$ cat src/rtl/aes_ctrl_fsm.sv
// Load/process/store sequencer for the AES HWPE engine: four input words, a fixed
// processing interval, four output words per block. Optional watchdog: AES_CTRL_TIMEOUT_EN.
module aes_ctrl_fsm #(
  parameter int unsigned LEN_W          = 16,
  parameter int unsigned PROC_CYCLES    = 1,
  parameter int unsigned TIMEOUT_CYCLES = 1024
) (
  input  logic             clk_i,
  input  logic             rst_ni,
  input  logic             clear_i,
  input  logic             start_i,
  input  logic [LEN_W-1:0] len_i,
  input  logic             in_valid_i,
  output logic             in_ready_o,
  input  logic             out_ready_i,
  output logic [1:0]       request_counter_o,
  output logic             data_out_valid_o,
  output logic             busy_o,
  output logic             done_o,
  output logic [LEN_W-1:0] block_cnt_o,
  output logic             err_o
);

  typedef enum logic [2:0] {
    IDLE    = 3'd0,
    LOAD    = 3'd1,
    PROCESS = 3'd2,
    STORE   = 3'd3,
    DONE    = 3'd4
  } state_e;

  state_e           state_r;
  logic [1:0]       word_cnt_r;
  logic [LEN_W-1:0] block_cnt_r;
  logic [LEN_W-1:0] len_r;
  logic [7:0]       proc_cnt_r;
  logic [LEN_W-1:0] block_nxt_s;

  assign block_nxt_s = block_cnt_r + LEN_W'(1);

`ifdef AES_CTRL_TIMEOUT_EN
  localparam int unsigned WdW = $clog2(TIMEOUT_CYCLES + 1);
  logic [WdW-1:0] wdog_r;
  logic           err_r;
  logic           stall_s;
  logic           timeout_s;

  // A stall is a cycle in a transfer state without the partner's handshake.
  assign stall_s   = ((state_r == LOAD) && !in_valid_i) || ((state_r == STORE) && !out_ready_i);
  assign timeout_s = stall_s && (wdog_r == WdW'(TIMEOUT_CYCLES - 1));
  assign err_o     = err_r;
`else
  assign err_o = 1'b0;
`endif

  // Sequencer state, word/block/process counters and optional watchdog.
  always_ff @(posedge clk_i or negedge rst_ni) begin
    if (!rst_ni) begin
      state_r     <= IDLE;
      word_cnt_r  <= 2'd0;
      block_cnt_r <= '0;
      len_r       <= '0;
      proc_cnt_r  <= 8'd0;
`ifdef AES_CTRL_TIMEOUT_EN
      wdog_r      <= '0;
      err_r       <= 1'b0;
`endif
    end else if (clear_i) begin
      state_r     <= IDLE;
      word_cnt_r  <= 2'd0;
      block_cnt_r <= '0;
      proc_cnt_r  <= 8'd0;
`ifdef AES_CTRL_TIMEOUT_EN
      wdog_r      <= '0;
      err_r       <= 1'b0;
`endif
    end else begin
`ifdef AES_CTRL_TIMEOUT_EN
      if (stall_s) begin
        wdog_r <= wdog_r + WdW'(1);
      end else begin
        wdog_r <= '0;
      end
`endif
      case (state_r)
        IDLE: begin
          if (start_i) begin
            word_cnt_r  <= 2'd0;
            block_cnt_r <= '0;
`ifdef AES_CTRL_TIMEOUT_EN
            err_r       <= 1'b0;
`endif
            if (len_i != '0) begin
              len_r   <= len_i;
              state_r <= LOAD;
            end else begin
              state_r <= DONE;
            end
          end
        end
        LOAD: begin
          if (in_valid_i) begin
            word_cnt_r <= word_cnt_r + 2'd1;
            if (word_cnt_r == 2'd3) begin
              proc_cnt_r <= 8'(PROC_CYCLES);
              state_r    <= PROCESS;
            end
          end
`ifdef AES_CTRL_TIMEOUT_EN
          else if (timeout_s) begin
            err_r   <= 1'b1;
            state_r <= DONE;
          end
`endif
        end
        PROCESS: begin
          if (proc_cnt_r == 8'd1) begin
            state_r <= STORE;
          end else begin
            proc_cnt_r <= proc_cnt_r - 8'd1;
          end
        end
        STORE: begin
          if (out_ready_i) begin
            word_cnt_r <= word_cnt_r + 2'd1;
            if (word_cnt_r == 2'd3) begin
              block_cnt_r <= block_nxt_s;
              state_r     <= (block_nxt_s == len_r) ? DONE : LOAD;
            end
          end
`ifdef AES_CTRL_TIMEOUT_EN
          else if (timeout_s) begin
            err_r   <= 1'b1;
            state_r <= DONE;
          end
`endif
        end
        DONE:    state_r <= IDLE;
        default: state_r <= IDLE;
      endcase
    end
  end

  assign in_ready_o        = (state_r == LOAD);
  assign data_out_valid_o  = (state_r == STORE);
  assign busy_o            = (state_r != IDLE);
  assign done_o            = (state_r == DONE);
  assign request_counter_o = word_cnt_r;
  assign block_cnt_o       = block_cnt_r;

endmodule

$ cat config.mk
export PLATFORM = sky130hd
export DESIGN_NAME = aes_ctrl_fsm
export DESIGN_NICKNAME = d
export VERILOG_FILES = /design/src/rtl/aes_ctrl_fsm.sv
export SDC_FILE = /design/constraint.sdc
export NUM_CORES = 1
export LEC_CHECK = 0
export BUFFER_PORTS_ARGS = -buffer_cell sky130_fd_sc_hd__buf_2
export CAP_MARGIN = 20
export CORE_MARGIN = 4
export CORE_UTILIZATION = 40
export DETAILED_ROUTE_END_ITERATION = 16
export SLEW_MARGIN = 20
export SYNTH_ARGS = -nofsm -noshare
export SYNTH_HDL_FRONTEND = slang
export SYNTH_SLANG_ARGS = --single-unit
$ cat constraint.sdc
create_clock -name clk_i -period 3.2 [get_ports clk_i]
set_input_delay 0.64 -clock clk_i [delete_from_list [all_inputs] [get_ports clk_i]]
set_output_delay 0.64 -clock clk_i [all_outputs]
set_load 0.005 [all_outputs]
### Word-level counts from Yosys, hierarchy flattened

Index checks and enable logic that the tools add are counted.

* $add $sub $neg: 3
* equal/unequal tests: 14
* multiplexer cells: 25
* bitwise operators: 1
* reductions and logical operators: 11

Operator list (number)
* $mux W16: 4
* $mux W8: 4
* $pmux W16 S2: 1
* $mux W3: 9
* $add A16 B1 Y16 const B: 1
* $eq A16 B16 Y1: 1
* $pmux W8 S2: 1
* $reduce_and A4 Y1: 4
* $reduce_bool A16 Y1: 1
* $ne A3 B3 Y1 const B: 5
* $pmux W3 S4: 1
* $reduce_bool A3 Y1: 3
* $eq A8 B1 Y1 const B: 1
* $mux W2: 4
* $sub A8 B1 Y8 const B: 1
* $eq A3 B2 Y1 const B: 2
* $ne A3 B2 Y1 const B: 2
* $pmux W2 S3: 1
* $reduce_and A6 Y1: 1
* $reduce_bool A4 Y1: 1
* $eq A3 B1 Y1 const B: 1
* $eq A3 B3 Y1 const B: 1
* $logic_not A3 Y1: 1
* $add A2 B1 Y2 const B: 1
* other kinds (2): 2

* bits in registers: 45
* bits of input ports: 22
* word-level logic and storage cells: 59

### Depth between registers and ports, before layout

* word-level depth: 7
* gate-level depth with buffers: 9

### Least setup slack after synthesis

No wires, ideal clock.

* path kind: in2reg
* start point: in clear_i
* end point: reg state_r[2]
* library setup time: 64 ps
* data arrival time: 2025 ps
* setup slack: 1110 ps
* stages: 8
* path buffers: 1
* path through: clkbuf_1 -> nor2_1 -> o21ai_2 -> o31a_1 -> o211ai_1 -> or3_2 -> nor3_1 -> a21o_1

* longest elaborated chain between the ends: 2

RTL lines
* start: declaration: line 10 `input logic clear_i,`
* $ne A3 B3 Y1 (no line) or $ne A3 B2 Y1 (tied branches)
* $reduce_and A6 Y1 (no line)
* end signal: assignment: line 128 `state_r <= (block_nxt_s == len_r) ? DONE : LOAD;`
* end: declaration: line 32 `state_e state_r;`

Parallel ways exist; a longest one is shown, timed or not.
A chain may end at the register's enable or synchronous reset.

### Final worst setup path

* start point: reg block_cnt_r[0] (netlist: block_cnt_o[0])
* end point: reg state_r[2]

* longest elaborated chain between the ends: 7

RTL lines
* start: declaration: line 34 `logic [LEN_W-1:0] block_cnt_r;`
* start signal: assignment: line 127 `block_cnt_r <= block_nxt_s;`
* $add A16 B1 Y16: line 39 `assign block_nxt_s = block_cnt_r + LEN_W'(1);`
* $eq A16 B16 Y1: line 128
* $mux W3: line 128
* $mux W3: line 126 `if (word_cnt_r == 2'd3) begin`
* $mux W3: line 124 `if (out_ready_i) begin`
* $pmux W3 S4: line 85 `case (state_r)`
* $mux W3: line 68 `end else if (clear_i) begin`

Every way passes these cells. The select of a mux whose other input is x is not followed.

==> results.md <==
* CTS Buf Count at 5
* Final GP Congestion at ~0.84
* Starting Density at between 40% and 50%
* Clock Tree Buf Depth at 2
* HPWL Detailed at roughly 4800 um
* Post-cts sizing count at 0
* Cell leakage power at roughly 1.4 nW
* Most frequent cells in the layout: 45 x dfrtp_1, 42 x buf_2, 29 x o21ai_0
* Final Skew at about 0.0058 ns
* Yosys cell types at 53
* Max-Cap Viols at 0
* Vias at about 2300
* Max_slew headroom at 45.0%
* R2R setup slack at between 0.8 and 0.9 ns
* Slew @ Worst Pin at ~0.8 ns
* Core area at 6490 um^2
* Worst hold path type: primary input to asynchronous set/reset pin
* Syn Nets at around 320
* CTS clk-pin slew, worst paths at 0.09 ns
* Async SR Flop Fraction at between 90% and 100%
* First-pass GRT wire length at 11000 um
* Clock Sinks at 45
* GRT Overall Usage at approximately 16%
* CTS tree: done
* # hold bufs at CTS at 0
* Most common cell after layout, fill and taps aside: dfrtp_1
* Post-DP Area at between 2000 and 3000 um^2
* Root buf cell: clkbuf_8
* Startpoint Class: flop
* Most frequently used flop master after synthesis: dfrtp_1
* Post-place setup slack at around 0.65 ns
* Die Wd at about 91 um
* Crit Path Category: flop to flop
* Slowest stage delay, CP at 0.53 ns
* Status: completed
* PwrDens at about 650 nW/um^2
* Remaining DRCs at 0
* Fin crit share at 74.6%
* Worst-path maximum fanout at 9
* H-tree Lvls at 2
* CP Capture Type: flop
* DR WL/cell at 15.5 um
* Fin area at slightly above 3000 um^2
* Mean post-synth cell area at approximately 9.4 um^2
* CP arrival at 2.62 ns
* Number of cell rows at 29
* FMAX at between 400 and 500 MHz
* Area grow syn2layout at 12.2%
* # setup viols final at 0
* Final hold violations at 0
* CP cell instances: ha_1 > and3_1 > and2_1 > nand3_1 > xnor2_1 > o2111ai_1 > nor4b_2 > a21o_1
* DR top layer: met4
* Die height at 90.9 um
* Seq cells post-synth at between 40 and 50
* Met3 WL at 378 um
* Skew-Pair Late Insertion Delay at just under 0.3 ns
* Fin Hold WS at 0.333 ns
* Post-synthesis cell count at slightly below 300
* Total length of routed wires at 6320 um
* ANT cells at 0
* Number of vias per cell at 5.57
* Mapped cell area at 2750 um^2
* Initial antenna violation count at 0
* EDFF count, synth at 0
* Final min period at between 2 and 2.5 ns
* Ports at 45
* Util after Layout at ~47%
* IO buf count at 43
* Crit Reg-Reg Endpoint: state_r[2]
* Setup_tns at 0 ns
* Router iterations before antenna repair at 4
* Slew Limit Fails at 0
* Flip-flop and latch area at 1130 um^2
* Setup ws final at just over 0.8 ns
* M1 wire length at about 3200 um
* Peak VDD IR at 280 uV
* Critical path origin: block_cnt_o[0]
* Setup Fix Bufs, Post-CTS at 0
* Largest net degree at the start of global routing at 46
* Vias in the first global route at ~2200
* FF-to-FF Start: block_cnt_o[0]
* Multi-input logic area at approximately 1500 um^2
* DIE AREA at ~8300 um^2
* Nets at ~360
* Slowest stage cell, crit path: dfrtp_1
* Routed wl met2 at between 2000 and 3000 um
* Fill count at between 600 and 700
* Synth warnings at 0
* ANT nets after route at 0
* DRT iter0 DRCs at 138
* Worst R2R Path Depth at 8
* GRT Residual Overflow at 0
* CP required at 3.44 ns
* Register area share after synthesis at roughly 40%
* RSZ-0062 raised after global routing: no
* Fraction of layout cells with a size suffix above 1 at approximately a quarter
power breakdown:
part / switching [W] / leakage [nW] / internal [W] / total, W
logic: 0.000377 / 0.741 / 0.000385 / 0.000761
registers: 0.000161 / 0.586 / 0.000723 / 0.000884
clock network: 0.000193 / 0.0512 / 0.000175 / 0.000368
total: 0.000730 / 1.38 / 0.00128 / 0.00201
critical path, delay by kind of cell (launching register included):
kind	cells	cell delay, ns
flip-flops	1	0.53
AO/OA/AOI/OAI	2	0.32
adder cells (fa/ha/maj)	1	0.30
XOR/XNOR	1	0.18
AND/OR/NAND/NOR	4	1.00
synthesized netlist by cell type (all sizes together), types with 10 or more instances:
master   n  area, um^2
o21ai   30         154
nor4    10        62.6
buf     11        80.1
inv     10        37.5
o31ai   12        90.1
nand3   10        50.1
nor2    29         111
xnor2   16         140
mux2    16         180
dfrtp   45        1130
nand2   13        48.8
worst max-delay path by stage:
stage / to / slack (ns) / cells after the start
after floorplan: state_r[2] / 1.11 / 8
after global placement: len_r[10] / 0.72 / 5
after detailed placement: len_r[13] / 0.65 / 5
after CTS: state_r[0] / 0.79 / 8
after global routing: state_r[0] / 0.57 / 8
final: state_r[2] / 0.81 / 8
logic make-up (layout without fill, tap and decap cells):
family	count (synthesis)	count (layout)	share of synthesized area [%]
compound gates	68	68	16.1
xor+xnor	24	24	7.65
fa+ha+maj	4	4	1.82
buf+inv	26	64	4.96
flops	45	45	41.0
mux	19	19	7.65
other cells	1	1	0.136
simple gates	106	106	20.7
per-stage QoR:
stage | cells | total power (W)
finish | 408 | 0.00201
detailed placement | 400 | 0.00166
global route | 408 | 0.00218
global placement | 400 | 0.00164
CTS | 408 | 0.00204
floorplan | 293 | 0.00146
per-layer routing:
| metal | track usage [%] | up-vias |
|---|---|---|
| li1 | - | 1141 |
| met1 | 24.3 | 1064 |
| met2 | 23.1 | 62 |
| met3 | 3.75 | 5 |
| met4 | 3.39 | 0 |
| met5 | 0 | - |
registers in the layout, indices dropped and copies added (netlist names):
signal,count
proc_cnt_r,8
state_r,3
request_counter_o,2
block_cnt_o,16
len_r,16
cell type report:
type / instances / share of cell area, %
clock buffer: 6 / 2.68
clock inverter: 2 / 0.447
inverter: 10 / 1.22
multi-input combinational: 222 / 48.2
sequential: 45 / 36.5
tap: 77 / 3.13
timing repair buffer: 46 / 7.80
Power figures use the tool's default switching activity.
